`src/rtl/fetch_stage_pkg.sv`:
```
// fetch_stage_pkg: shared widths, halt opcode and fetch state encoding.
package fetch_stage_pkg;
  localparam int XLEN = 16;
  localparam logic [3:0] HALT_OPCODE = 4'b1111;
  typedef enum logic [1:0] {FETCH, HOLD, DISCARD, HALTED} fetch_state_e;
  function automatic logic is_halt(input logic [XLEN-1:0] instr);
    return instr[XLEN-1 -: 4] == HALT_OPCODE;
  endfunction
endpackage

```
`src/rtl/fetch_skid.sv`:
```
// fetch_skid: one-entry buffer holding a response that arrived while decode stalled.
module fetch_skid
  import fetch_stage_pkg::*;
(
  input  logic            clk,
  input  logic            rst,
  input  logic            load_i,
  input  logic            clear_i,
  input  logic [XLEN-1:0] data_i,
  output logic            valid_o,
  output logic [XLEN-1:0] data_o
);
  logic            valid_q;
  logic [XLEN-1:0] data_q;
  always_ff @(posedge clk or posedge rst) begin
    if (rst) begin
      valid_q <= 1'b0;
      data_q  <= '0;
    end else if (clear_i) begin
      valid_q <= 1'b0;
    end else if (load_i) begin
      valid_q <= 1'b1;
      data_q  <= data_i;
    end
  end
  assign valid_o = valid_q;
  assign data_o  = data_q;
endmodule

```
`src/rtl/fetch_stage.sv`:
```
// fetch_stage: instruction fetch with skid buffering, redirect flush and halt detection.
module fetch_stage
  import fetch_stage_pkg::*;
#(
  parameter logic [XLEN-1:0] RESET_PC = 16'h0000
) (
  input  logic            clk,
  input  logic            rst,
  output logic            imem_req,
  output logic [XLEN-1:0] imem_addr,
  input  logic            imem_rdy,
  input  logic [XLEN-1:0] imem_data,
  input  logic            stall,
  input  logic            redirect_valid,
  input  logic [XLEN-1:0] redirect_target,
  output logic            ifid_valid,
  output logic [XLEN-1:0] ifid_instr,
  output logic [XLEN-1:0] ifid_pc_plus2,
  output logic            halted
);
  fetch_state_e    state_q, state_d;
  logic [XLEN-1:0] pc_q, pc_d, disc_addr_q, disc_addr_d;
  logic [XLEN-1:0] ifid_instr_q, ifid_instr_d, ifid_pc2_q, ifid_pc2_d;
  logic            ifid_valid_q, ifid_valid_d, req_en_q;
  logic            rsp, deliver_skid, deliver_mem, skid_load, skid_valid;
  logic [XLEN-1:0] skid_data, new_instr, pc_plus2;
  // req_en_q keeps the request low until the first edge after reset release
  assign imem_req     = req_en_q && (state_q == FETCH || state_q == DISCARD);
  assign imem_addr    = state_q == DISCARD ? disc_addr_q : pc_q;
  assign rsp          = imem_req && imem_rdy;
  assign pc_plus2     = pc_q + 16'd2;
  assign deliver_skid = state_q == HOLD && skid_valid && !stall && !redirect_valid;
  assign deliver_mem  = state_q == FETCH && rsp && !stall && !redirect_valid;
  assign skid_load    = state_q == FETCH && rsp && stall && !redirect_valid;
  assign new_instr    = deliver_skid ? skid_data : imem_data;
  fetch_skid u_skid (
    .clk    (clk),
    .rst    (rst),
    .load_i (skid_load),
    .clear_i(redirect_valid || deliver_skid),
    .data_i (imem_data),
    .valid_o(skid_valid),
    .data_o (skid_data)
  );
  always_comb begin
    state_d      = state_q;
    pc_d         = pc_q;
    disc_addr_d  = disc_addr_q;
    ifid_valid_d = stall ? ifid_valid_q : 1'b0;
    ifid_instr_d = ifid_instr_q;
    ifid_pc2_d   = ifid_pc2_q;
    if (redirect_valid) begin
      pc_d         = redirect_target & 16'hFFFE;
      ifid_valid_d = 1'b0;
      state_d      = (imem_req && !imem_rdy) ? DISCARD : FETCH;
      disc_addr_d  = state_q == DISCARD ? disc_addr_q : pc_q;
    end else if (deliver_skid || deliver_mem) begin
      ifid_valid_d = 1'b1;
      ifid_instr_d = new_instr;
      ifid_pc2_d   = pc_plus2;
      state_d      = is_halt(new_instr) ? HALTED : FETCH;
      pc_d         = is_halt(new_instr) ? pc_q : pc_plus2;
    end else if (skid_load) begin
      state_d = HOLD;
    end else if (state_q == DISCARD && rsp) begin
      state_d = FETCH;
    end
  end
  always_ff @(posedge clk or posedge rst) begin
    if (rst) begin
      state_q      <= FETCH;
      pc_q         <= RESET_PC & 16'hFFFE;
      disc_addr_q  <= '0;
      ifid_valid_q <= 1'b0;
      ifid_instr_q <= '0;
      ifid_pc2_q   <= '0;
      req_en_q     <= 1'b0;
    end else begin
      state_q      <= state_d;
      pc_q         <= pc_d;
      disc_addr_q  <= disc_addr_d;
      ifid_valid_q <= ifid_valid_d;
      ifid_instr_q <= ifid_instr_d;
      ifid_pc2_q   <= ifid_pc2_d;
      req_en_q     <= 1'b1;
    end
  end
  assign ifid_valid    = ifid_valid_q;
  assign ifid_instr    = ifid_instr_q;
  assign ifid_pc_plus2 = ifid_pc2_q;
  assign halted        = state_q == HALTED;
endmodule
```
`config.mk`:
```
export PLATFORM = sky130hd
export DESIGN_NAME = fetch_stage
export DESIGN_NICKNAME = d
export VERILOG_FILES = /design/src/rtl/fetch_stage_pkg.sv /design/src/rtl/fetch_skid.sv /design/src/rtl/fetch_stage.sv
export SDC_FILE = /design/constraint.sdc
export NUM_CORES = 1
export LEC_CHECK = 0
export ABC_AREA = 1
export CAP_MARGIN = 20
export CORE_MARGIN = 1
export CORE_UTILIZATION = 38
export CTS_CLUSTER_DIAMETER = 150
export CTS_CLUSTER_SIZE = 16
export DETAILED_ROUTE_END_ITERATION = 8
export PLACE_DENSITY = 0.71
export SLEW_MARGIN = 30
export SYNTH_ARGS = -nofsm -noshare
export SYNTH_HDL_FRONTEND = slang
export SYNTH_SLANG_ARGS = --single-unit
```
`constraint.sdc`:
```
create_clock -name clk -period 3.3 [get_ports clk]
set_input_delay 0.66 -clock clk [delete_from_list [all_inputs] [get_ports clk]]
set_output_delay 0.66 -clock clk [all_outputs]
set_load 0.05 [all_outputs]
```
==> out/qor.yml, run 1 <==
timing:
  clock.fmax_mhz: 317
  worst_slew_margin_rel_pct: 54.3
  fin_setup_tns_ns: 0
  finalSetupViolCount: 0
  post-route-period-util_pct: 95.6
  slew_violations: 0
  clock_skew_ns: 0.0166
  holdWs_ns: 0.484
  hold_viol: 0
  max_slew.worst_pin.slew_ns: 0.684
  post-route-min-period_ns: 3.16
worst_hold_path:
  whs_path_depth: 2
  hp-class: "reg -> reg"
clocking:
  root_buffer: "clkbuf_8"
  path_clk_slew_ns: 0.09
  numCtsBuffers: 9
  htreeDepth: 3
  clk-insertion-delay-late_ns: 0.36
  clock_sinks: 83
  clk_path_buf_depth: 2
  cts_tree: "done"
worst_setup_path:
  crit_fanout: 16
  crit_path_end_kind: "primary output"
  worst-r2r-cell-count: 10
  crit_required_ns: 2.64
  crit_path_start_kind: "flip-flop"
  worstPathArrival_ns: 2.50
  crit_type: "reg -> out"
detailed_routing:
  wl_met2_mm: 4.86
  met3WireLength_um: 577
  maxUsedRoutingLayer: "met4"
  drt-met1-wl_mm: 4.56
  ant_nets: 0
  wl_per_cell_um: 13.4
  wl_mm: 10.1
  vias: 3716
  viasPerCell: 4.92
  drt_first_pass_iters: 7
  first_iter_violations: 155
  drcViolationCount: 0
pwr:
  p_sw_mw: 1.44
  combPwrFrac_pct: 37.2
  power_frac_clock_pct: 23.4
  p_int_mw: 2.12
  p_sw_share_pct: 40.5
  power_frac_seq_pct: 39.4
  peakVddDrop_v: 0.000361
  power-per-cell-area_nw_per_um2: 673
  p_leak_nw: 2.68
cells_and_area:
  syn2layout_area_growth_pct: 29.8
  fill_cells: 1003
  drive_above_1_share_pct: 6.29
  final_net_count: 653
  diodes: 0
global_routing:
  grt_usage_pct: 19.0
  antenna_found_initial: 0
  grt-ovfl-total: 0
  grt_pass1_wl_mm: 16.9
  grt_max_degree: 47
  grt_pass1_vias: 3528
logic_synthesis:
  yosysSeqAreaShare_pct: 50.9
  ys_ff_latch: 83
  async_flop_share_pct: 100
  yosys.area.top_type: "dfrtp_1"
  syn_inst: 538
  synth_area_leaders: "dfrtp_1 (51%), nand2_1 (20%), o21ai_0 (9.3%), nand3_1 (3.9%), inv_1 (3.9%)"
  synth_top_area_share_pct: 50.9
  synth.most_common_cell: "nand2_1"
  synth_area_um2: 4080
  synth.distinct_cells: 27
  syn_nets: 576
  syn_avg_cell_area_um2: 7.58
  netlist_top_cells_count: "nand2_1 (214), dfrtp_1 (83), o21ai_0 (76), inv_1 (42), nand3_1 (32)"
  synth_flop_cell: "dfrtp_1"
  synth-edff-count: 0
  yosysWarnings: 0
floorplanning:
  initial_utilization_pct: 39.3
  ios: 88
  num_rows: 37
  core_um2: 10400
  die_h_um: 106
  die_area_um2: 11100
  die-width_um: 106
placement:
  place.gp.congestion: 0.801
  portBuffers: 85
  dp_hpwl_mm: 6.90
status:
  outcome: "finished clean"
flow_run:
  cap_viol_max_count: 0
[cell families after synthesis]
| family | Yosys count | synth area share [%] |
|---|---|---|
| flip-flops | 83 | 50.9 |
| buffers and inverters | 72 | 7.24 |
| adder cells (fa/ha/maj) | 1 | 0.307 |
| other | 2 | 0.184 |
| AO/OA/AOI/OAI | 87 | 11.0 |
| XOR/XNOR | 6 | 1.29 |
| AND/OR/NAND/NOR | 287 | 29.0 |
[power groups by stage]
stage	Sequential [mW]	Combinational, mW	Clock (mW)
2_1_floorplan	1.80	0.484	0
3_3_place_gp	1.41	1.31	0
3_5_place_dp	1.42	1.33	0
4_1_cts	1.40	1.33	0.854
5_1_grt	1.43	1.42	0.893
6_report	1.40	1.33	0.834
[per-layer routing]
metal / global-route usage [%] / vias to the layer above
met5: 0 / -
met1: 25.0 / 1747
met2: 31.4 / 108
li1: - / 1851
met3: 4.39 / 10
met4: 5.46 / 0
[final timing paths]
| check | startpoint | to | slack (ns) |
|---|---|---|---|
| worst max register to register | state_q[0] | pc_q[10] | 1.26 |
| worst max-delay path | state_q[1] | imem_addr[6] | 0.14 |
| worst min-delay path | ifid_pc_plus2[3] | ifid_pc_plus2[3] | 0.48 |
| worst min register to register | ifid_pc_plus2[3] | ifid_pc_plus2[3] | 0.48 |
| min in group asynchronous | rst | ifid_instr[7] | 0.68 |
| max in group asynchronous | rst | disc_addr_q[10] | 1.94 |
[worst max-delay path: stages, from the launching register on]
cell	delay [ns]
dfrtp_1	0.47
nand2_1	0.29
clkinvlp_4	0.32
o21ai_0	0.24
clkdlybuf4s50_1	0.83
[area by class of cell]
class | count | area [um^2] | share of cell area (%)
Sequential cell | 83 | 2080 | 39.3
Multi-Input combinational cell | 383 | 1710 | 32.2
Tap cell | 136 | 170 | 3.22
Clock buffer | 9 | 124 | 2.34
Clock inverter | 7 | 101 | 1.92
Inverter | 46 | 178 | 3.36
Timing Repair inverter | 1 | 7.51 | 0.142
Timing Repair Buffer | 91 | 928 | 17.5
[per-stage QoR]
stage               setup slack, ns  area, um^2  cells  power (mW)  utilization (%)
detailed placement            0.406        5030    739        2.75             48.6
global placement              0.437        5030    739        2.72             48.6
CTS                          0.0112        5260    755        3.59             50.7
finish                        0.145        5290    756        3.56             51.0
global route               -0.00599        5290    756        3.74             51.0
floorplan                     0.503        4080    538        2.28                -
[flip-flops by register name (all words and copies together), names as in the netlist]
| signal | count |
|---|---|
| u_skid.data_o | 16 |
| ifid_valid | 1 |
| ifid_instr | 16 |
| ifid_pc_plus2 | 15 |
| disc_addr_q | 16 |
| req_en_q | 1 |
| state_q | 2 |
| pc_q | 15 |
| u_skid.valid_o | 1 |
[cells in the final DEF (no fill, tap or decap), drive strengths merged]
| cell | Yosys | routed |
|---|---|---|
| a21oi | 1 | 1 |
| inv | 45 | 44 |
| clkdlybuf4s50 | 0 | 77 |
| nand3 | 33 | 33 |
| o21ai | 81 | 81 |
| clkbuf | 16 | 9 |
| xor2 | 6 | 6 |
| clkinv | 1 | 5 |
| bufinv | 0 | 2 |
| clkinvlp | 0 | 3 |
| conb | 2 | 2 |
| nand4 | 6 | 6 |
| buf | 10 | 6 |
| a31oi | 5 | 5 |
| nand2 | 219 | 219 |
| nor2 | 27 | 27 |
| dfrtp | 83 | 83 |
| dlymetal6s2s | 0 | 8 |
| ha | 1 | 1 |
| nor3 | 2 | 2 |
[repair_timing]
action / in CTS / in global routing
resized for setup: 0 / 10
hold buffers: 0 / 0
buffers inserted: 0 / 0
endpoints found under the setup margin: 0 / 15
Power figures use the tool's default switching activity.
==> run 2: changes to the inputs <==
Settings changed: SLEW_MARGIN 30 to not set.
==> results of run 2 <==
The final DEF is identical to that of run 1; final timing and power are the same.
